`config.mk`:
```
export PLATFORM = sky130hd
export DESIGN_NAME = mem_arbiter
export DESIGN_NICKNAME = d
export VERILOG_FILES = /design/src/rtl/mem_arbiter.sv
export SDC_FILE = /design/constraint.sdc
export NUM_CORES = 1
export LEC_CHECK = 0
export CORE_MARGIN = 3
export CORE_UTILIZATION = 47
export CTS_CLUSTER_DIAMETER = 50
export CTS_CLUSTER_SIZE = 30
export DETAILED_ROUTE_END_ITERATION = 8
export HOLD_SLACK_MARGIN = 0.06
export PLACE_DENSITY = 0.95
export SLEW_MARGIN = 0
export SYNTH_ARGS = -nofsm -noshare
export SYNTH_HDL_FRONTEND = slang
export SYNTH_SLANG_ARGS = --single-unit
```
`constraint.sdc`:
```
create_clock -name clk_i -period 5.8 [get_ports clk_i]
set_input_delay 1.16 -clock clk_i [delete_from_list [all_inputs] [get_ports clk_i]]
set_output_delay 1.16 -clock clk_i [all_outputs]
set_load 0.01 [all_outputs]
```
`src/rtl/mem_arbiter.sv`:
```
// mem_arbiter: shares one main-memory port between I-cache and D-cache miss traffic.
// One transaction in flight at a time. D-cache has priority, but the I-cache is
// granted after MAX_D_STREAK consecutive D grants while it is waiting.
//
// Ports
//   clk_i, rst_i                        clock, asynchronous active-high reset
//   ic_rd_i, ic_addr_i                  I-cache read request (held until ic_done_o)
//   ic_data_o, ic_done_o, ic_stall_o    I-cache read data, completion pulse, stall
//   dc_rd_i, dc_wr_i, dc_addr_i,
//   dc_data_i                           D-cache request (held until dc_done_o)
//   dc_data_o, dc_done_o, dc_stall_o    D-cache read data, completion pulse, stall
//   mem_rd_o, mem_wr_o, mem_addr_o,
//   mem_data_o                          memory strobes with latched address/data
//   mem_stall_i, mem_done_i, mem_data_i memory handshake and read data
//   ic_grant_cnt_o, dc_grant_cnt_o      wrapping grant counters
//   proto_err_o                         sticky: mem_done_i seen outside the wait state
module mem_arbiter #(
    parameter int unsigned ADDR_W       = 16,
    parameter int unsigned DATA_W       = 16,
    parameter int unsigned MAX_D_STREAK = 4,
    parameter int unsigned CNT_W        = 16
) (
    input  logic              clk_i,
    input  logic              rst_i,
    input  logic              ic_rd_i,
    input  logic [ADDR_W-1:0] ic_addr_i,
    output logic [DATA_W-1:0] ic_data_o,
    output logic              ic_done_o,
    output logic              ic_stall_o,
    input  logic              dc_rd_i,
    input  logic              dc_wr_i,
    input  logic [ADDR_W-1:0] dc_addr_i,
    input  logic [DATA_W-1:0] dc_data_i,
    output logic [DATA_W-1:0] dc_data_o,
    output logic              dc_done_o,
    output logic              dc_stall_o,
    output logic              mem_rd_o,
    output logic              mem_wr_o,
    output logic [ADDR_W-1:0] mem_addr_o,
    output logic [DATA_W-1:0] mem_data_o,
    input  logic              mem_stall_i,
    input  logic              mem_done_i,
    input  logic [DATA_W-1:0] mem_data_i,
    output logic [CNT_W-1:0]  ic_grant_cnt_o,
    output logic [CNT_W-1:0]  dc_grant_cnt_o,
    output logic              proto_err_o
);

    localparam int unsigned StreakW = $clog2(MAX_D_STREAK + 1);
    localparam logic [StreakW-1:0] StreakMax = StreakW'(MAX_D_STREAK);

    typedef enum logic [1:0] {StIdle, StIssue, StWait, StDone} state_e;

    state_e              state_q;
    logic                owner_i_q;  // 1: I-cache owns the transaction, 0: D-cache
    logic                op_wr_q;
    logic                mem_rd_q;
    logic                mem_wr_q;
    logic [ADDR_W-1:0]   mem_addr_q;
    logic [DATA_W-1:0]   mem_data_q;
    logic [DATA_W-1:0]   ic_data_q;
    logic [DATA_W-1:0]   dc_data_q;
    logic                ic_done_q;
    logic                dc_done_q;
    logic [CNT_W-1:0]    ic_cnt_q;
    logic [CNT_W-1:0]    dc_cnt_q;
    logic [StreakW-1:0]  streak_q;
    logic                proto_err_q;

    logic dc_req;
    logic any_req;
    logic pick_i;

    always_comb begin
        dc_req  = dc_rd_i | dc_wr_i;
        any_req = ic_rd_i | dc_req;
        // I wins when it is alone, or when D has used up its streak allowance.
        pick_i  = ic_rd_i & (~dc_req | (streak_q == StreakMax));
    end

    always_ff @(posedge clk_i or posedge rst_i) begin
        if (rst_i) begin
            state_q     <= StIdle;
            owner_i_q   <= 1'b0;
            op_wr_q     <= 1'b0;
            mem_rd_q    <= 1'b0;
            mem_wr_q    <= 1'b0;
            mem_addr_q  <= '0;
            mem_data_q  <= '0;
            ic_data_q   <= '0;
            dc_data_q   <= '0;
            ic_done_q   <= 1'b0;
            dc_done_q   <= 1'b0;
            ic_cnt_q    <= '0;
            dc_cnt_q    <= '0;
            streak_q    <= '0;
            proto_err_q <= 1'b0;
        end else begin
            ic_done_q <= 1'b0;
            dc_done_q <= 1'b0;

            if (mem_done_i && (state_q != StWait)) begin
                proto_err_q <= 1'b1;
            end

            // Streak only counts D grants that actually made the I-cache wait.
            if (!ic_rd_i) begin
                streak_q <= '0;
            end else if ((state_q == StIdle) && any_req) begin
                if (pick_i) begin
                    streak_q <= '0;
                end else begin
                    streak_q <= streak_q + 1'b1;
                end
            end

            unique case (state_q)
                StIdle: begin
                    if (any_req) begin
                        owner_i_q <= pick_i;
                        if (pick_i) begin
                            op_wr_q    <= 1'b0;
                            mem_rd_q   <= 1'b1;
                            mem_wr_q   <= 1'b0;
                            mem_addr_q <= ic_addr_i;
                            ic_cnt_q   <= ic_cnt_q + 1'b1;
                        end else begin
                            // Read and write together is treated as a write.
                            op_wr_q    <= dc_wr_i;
                            mem_rd_q   <= ~dc_wr_i;
                            mem_wr_q   <= dc_wr_i;
                            mem_addr_q <= dc_addr_i;
                            mem_data_q <= dc_data_i;
                            dc_cnt_q   <= dc_cnt_q + 1'b1;
                        end
                        state_q <= StIssue;
                    end
                end
                StIssue: begin
                    if (!mem_stall_i) begin
                        mem_rd_q <= 1'b0;
                        mem_wr_q <= 1'b0;
                        state_q  <= StWait;
                    end
                end
                StWait: begin
                    if (mem_done_i) begin
                        if (owner_i_q) begin
                            ic_done_q <= 1'b1;
                            if (!op_wr_q) begin
                                ic_data_q <= mem_data_i;
                            end
                        end else begin
                            dc_done_q <= 1'b1;
                            if (!op_wr_q) begin
                                dc_data_q <= mem_data_i;
                            end
                        end
                        state_q <= StDone;
                    end
                end
                StDone: begin
                    // Owner drops its request here; nothing is sampled this cycle.
                    state_q <= StIdle;
                end
                default: begin
                    state_q <= StIdle;
                end
            endcase
        end
    end

    assign ic_data_o      = ic_data_q;
    assign ic_done_o      = ic_done_q;
    assign dc_data_o      = dc_data_q;
    assign dc_done_o      = dc_done_q;
    assign mem_rd_o       = mem_rd_q;
    assign mem_wr_o       = mem_wr_q;
    assign mem_addr_o     = mem_addr_q;
    assign mem_data_o     = mem_data_q;
    assign ic_grant_cnt_o = ic_cnt_q;
    assign dc_grant_cnt_o = dc_cnt_q;
    assign proto_err_o    = proto_err_q;

    // Stalls are combinational so the cache sees them in the request cycle.
    assign ic_stall_o = ic_rd_i & ~ic_done_q;
    assign dc_stall_o = dc_req & ~dc_done_q;

endmodule

```
After elaboration in Yosys (flattened, before gate mapping)
Cells that the tools add are included.

Multipliers: 0. Mux-type cells: 21. Reductions and logical operators: 11. Add/sub/neg operators: 3. Shift operators: 0. Bitwise logic cells: 13. Magnitude comparators: 0. Div/mod/pow operators: 0. Eq/ne operators: 9.

Operators by type and width (number): adder 16 x 1 -> 16 bit (second input constant) (2); 2-to-1 mux 16 bit (1); AND reduction 3 bit (4); 2-to-1 mux 1 bit (11); 2-to-1 mux 3 bit (3); != test 2 bit (second input constant) (4); one-hot mux 2 bit (4 select lines) (1); AND reduction 4 bit (2); NOT 1 bit (7); 2-to-1 mux 2 bit (3); equality test 2 bit (second input constant) (2); one-hot mux 1 bit (2 select lines) (2); adder 3 x 1 -> 3 bit (second input constant) (1); AND 1 bit (3); equality test 3 bit (second input constant) (1); OR 1 bit (3); equality test 2 x 1 -> 1 bit (second input constant) (1); logical AND 1 bit (2); zero test 2 bit (1); != test 2 x 1 -> 1 bit (second input constant) (1); AND reduction 2 bit (1); nonzero test 2 bit (1).

Bits in latches: 0. Logic and storage cells: 72. Memories: 0. ROM bits: 0. RAM bits: 0. Register bits after elaboration: 108.

Logic depth before layout (Yosys ltp)
Depth in word-level cells: 7. Gate-level depth with buffers: 9. Depth with buffers taken out: 6.

Worst setup path before layout
Ideal clock, no wire load.

Path type: input to output. Start: input port ic_rd_i. End: output port ic_stall_o. Setup slack: 3.283 ns. Data required time: 4.640 ns. Cell stages on the path: 1. Data arrival time: 1.357 ns. Path through: nor2b_1.

Word-level cells in the longest chain between the ends: 1.

RTL lines: from (decl) (RTL line 25) `input logic ic_rd_i,`; AND 1 bit (RTL line 186) `assign ic_stall_o = ic_rd_i & ~ic_done_q;`; to (decl) (RTL line 29) `output logic ic_stall_o,`.

No other way between the ends.

Final worst setup path
Same ends and word-level chain as after synthesis.

==> impl.org <==
** Outcome
- The run finished with clean final reports.

** Worst hold path
- The worst hold path belongs to the class flip-flop to flip-flop.
- In this run the most critical hold path is launched from dc_grant_cnt_o[15].

** Worst setup path
- The most critical setup path has its startpoint at ic_rd_i.
- Counting stages on the worst path, the most repeated cell is sky130_fd_sc_hd__clkdlybuf4s50_1.
- Traced cell by cell, the critical path runs through clkdlybuf4s50_1 -> nor2b_1 -> clkdlybuf4s50_1.
- STA puts the critical path data arrival time at 2.50 ns.
- STA puts the critical path data required time at 4.64 ns.
- Worst setup path class :: input pin to primary output
- Worst R2R Start :: state_q[0]
- Of all nets on the critical path, the largest fanout is 7.
- Kind of start point of the critical path :: input pin
- Family of cells with the greatest summed delay on the critical path :: buffers and inverters
- Endpoint class of the critical path :: primary output
- Critical Path Max Stage Delay :: 0.60 ns
- Counting both buffers and inverters, the worst setup path holds a total of 2.
- Slowest library cell on the worst path :: sky130_fd_sc_hd__clkdlybuf4s50_1

** Timing
- Highest clock frequency the design can meet :: 273 MHz
- Setup slack after layout :: 2.14 ns
- After routing, the total negative slack on setup checks comes to 0 ns.
- Relative max-transition margin :: 0.336
- Setup repair after global routing left no endpoint under its margin.
- For the pin with the worst max-slew slack, the measured transition is 0.994 ns.
- On the final layout, the worst clock skew is 0.0142 ns.
- Setup violations remaining at the end of the flow were counted as 0.
- The total count of max-transition violations in the final report was 0.
- Final worst path period need :: 3.66 ns
- Final hold violation count :: 0
- Of the available clock period, the critical path in the final layout requires 0.632.

** CTS
- CTS tree :: done
- Post-CTS resize count :: 0
- After clock tree synthesis, the flow added hold-fix buffers numbering 0.
- Clock tree synthesis found a total of 108 sinks.
- Postcts setup bufs :: 0
- The H-tree generated during clock tree synthesis spans 3 levels.
- Clock Pin Slew Worst Setup and Hold Paths :: 0.09 ns
- Clock Path Buffers :: 2
- Clock buffer count from CTS :: 9
- The later pin in the worst-skew pair is clocked with a latency of 0.36 ns.
- Root Buffer Master :: sky130_fd_sc_hd__clkbuf_8

** Synthesis
- Synthesis produced 339 cells.
- Biggest area contributors in the synthesized netlist :: sky130_fd_sc_hd__dfrtp_1 60%, sky130_fd_sc_hd__mux2_2 13%, sky130_fd_sc_hd__a222oi_1 3.6%
- The largest total area in the synthesized netlist belongs to sky130_fd_sc_hd__dfrtp_1.
- The synthesized design contains 0 enable-type register cells.
- The number of nets handed over by synthesis was 418.
- Sequential fraction of the synthesis area :: 0.601
- Netlist area before placement :: 4500 sq um
- Syn avg cell area :: 13.3 sq um
- During synthesis, Yosys emitted a total of 0 warnings.
- In this run, synthesis produced a sequential element count of 108.
- Portion of synthesized cell area occupied by the leading cell type :: 0.601
- Number of library cell types mapped by synthesis :: 41
- Prevailing post-synth register cell :: sky130_fd_sc_hd__dfrtp_1
- Counting flops with an async set or reset pin after synthesis yields a share of 1.00.

** Finish
- Highest-count cells in the layout ignoring fill and taps :: 173 x sky130_fd_sc_hd__clkdlybuf4s50_1, 108 x sky130_fd_sc_hd__dfrtp_1, 51 x sky130_fd_sc_hd__mux2_2
- Count of inserted antenna diode cells :: 0
- Number of cells in the finished layout apart from fillers :: 649
- Layout-stage area growth over the synthesis result :: 45.3%
- Most common cell after layout, fill and taps aside :: sky130_fd_sc_hd__clkdlybuf4s50_1
- Final layout net count :: 594
- Filler cells :: 673
- Of the cells placed in the final design, the portion with a size suffix greater than 1 is 0.148.

** Floorplan
- Row generation in the floorplan step produced 35 rows.
- The initial utilization of the core area, before any placement, comes to 0.485.
- The region available for standard cell placement spans 9280 sq um.
- The floorplan step defined a die boundary enclosing 10800 sq um.
- During I/O placement, the number of pins put on the boundary was 174.
- Die width :: 104 microns
- In this run the vertical extent of the chip is 104 microns.

** Pwr
- In this run the static leakage power is 2.97 nW.
- Power spread over the standard cell area amounts to 447 nW/um^2.
- IR analysis of the VDD net gives a maximum drop of 0.248 mV.

** Drt
- Summed over all layers, the routed wires come to 11400 microns.
- 1st-iter DRT viols :: 142
- Number of vias after detailed routing :: 3315
- Dividing the detail-routed wire length by the instance count gives 17.5 microns.
- In the routed layout, each cell is associated on average with a via count of 5.11.
- The detail route stage leaves a number of antenna-violating nets equal to 0.
- Post-route DRC :: 0
- Number of search-and-repair iterations in the first detailed-routing pass :: 6

** Global route
- First-pass GRT wire length :: 18600 microns
- Summed over all layers, the global routing overflow is 0.
- The number of global-route vias before repair came to 3628.
- For this run, the total global-route usage over all layers was measured as 0.214.
- Largest net degree at the start of global routing :: 69
- The initial antenna violation count came to 0.

** Place
- Count of buffers from port buffering :: 173
- At the end of routability-driven placement, the weighted congestion stood at 0.843.
- After detailed placement, the design holds a cell count of 633.
- OpenSTA, run right after detailed placement, puts the worst setup slack at 2.13 ns.
- Detailed placer's ending HPWL :: 8420 microns

** Flow run
- Max-cap check violation count :: 0
## cell families (layout without fill, tap and decap cells)
kind of cell / count (synthesis) / in the layout / synth area share
buffers and inverters: 36 / 217 / 0.0370
AND/OR/NAND/NOR: 74 / 74 / 0.0923
XOR/XNOR: 30 / 30 / 0.0584
AO/OA/AOI/OAI: 31 / 31 / 0.0592
adder cells (fa/ha/maj): 8 / 8 / 0.0223
flip-flops: 108 / 108 / 0.601
multiplexers: 52 / 52 / 0.130
## synthesized netlist by cell type (all sizes together) (2+ instances only)
| cell | n |
|---|---|
| and4 | 5 |
| nor2b | 5 |
| clkbuf | 2 |
| ha | 8 |
| a21oi | 2 |
| buf | 9 |
| xor2 | 17 |
| nor2 | 15 |
| nand3 | 9 |
| a222oi | 16 |
| mux2 | 51 |
| and3 | 7 |
| dfrtp | 108 |
| o21ai | 4 |
| inv | 25 |
| nor3 | 5 |
| nand4 | 7 |
| nand2 | 15 |
| nand2b | 2 |
| xnor2 | 13 |
## report_power, final
group	switching, mW	internal [mW]	total (mW)
clock	0.264	0.175	0.439
combinational	0.525	0.753	1.28
sequential	0.183	1.03	1.21
total	0.972	1.95	2.93
## flip-flops by register name, indices dropped and copies added, names as in the netlist, 2 cells and up
name	count
dc_grant_cnt_o	16
state_q	2
streak_q	3
mem_data_o	16
ic_data_o	16
dc_data_o	16
ic_grant_cnt_o	16
mem_addr_o	16
## area by class of cell
cell class / instances / area [sq um] / share of cell area
well taps: 129 / 161 / 0.0247
inverters: 25 / 96.3 / 0.0147
repair buffers: 176 / 1750 / 0.268
clock buffers: 11 / 141 / 0.0216
flip-flops and latches: 108 / 2700 / 0.413
clock inverters: 5 / 45.0 / 0.00689
multi-input cells: 195 / 1640 / 0.250
## layer usage
| layer | GRT usage | vias up | wire (microns) |
|---|---|---|---|
| li1 | - | 1544 | - |
| met1 | 0.251 | 1654 | 4510 |
| met2 | 0.381 | 103 | 6040 |
| met3 | 0.0579 | 14 | 608 |
| met4 | 0.0665 | 0 | 208 |
| met5 | 0 | - | 0 |
## path summary, 6_finish.rpt
kind / slack [ns] / to / cells after the start
max: 2.14 / ic_stall_o / 3
min: 0.47 / dc_grant_cnt_o[15] / 1
max reg2reg: 3.31 / mem_data_o[10] / 5
min reg2reg: 0.47 / dc_grant_cnt_o[15] / 1
max in group asynchronous: 3.44 / ic_data_o[13] / 3
min in group asynchronous: 1.30 / mem_data_o[4] / 2
## per-stage QoR
stage | cell area [sq um] | hold slack [ns] | util | power (mW)
after CTS | 6540 | 0.475 | 0.704 | 2.96
after detailed placement | 6350 | 0.457 | 0.684 | 2.51
after floorplan | 4500 | 0.477 | - | 1.80
final | 6540 | 0.474 | 0.704 | 2.93
after global routing | 6540 | 0.492 | 0.704 | 3.10
after global placement | 6350 | 0.455 | 0.684 | 2.43
Note: power is estimated with default switching activity, not from simulation.
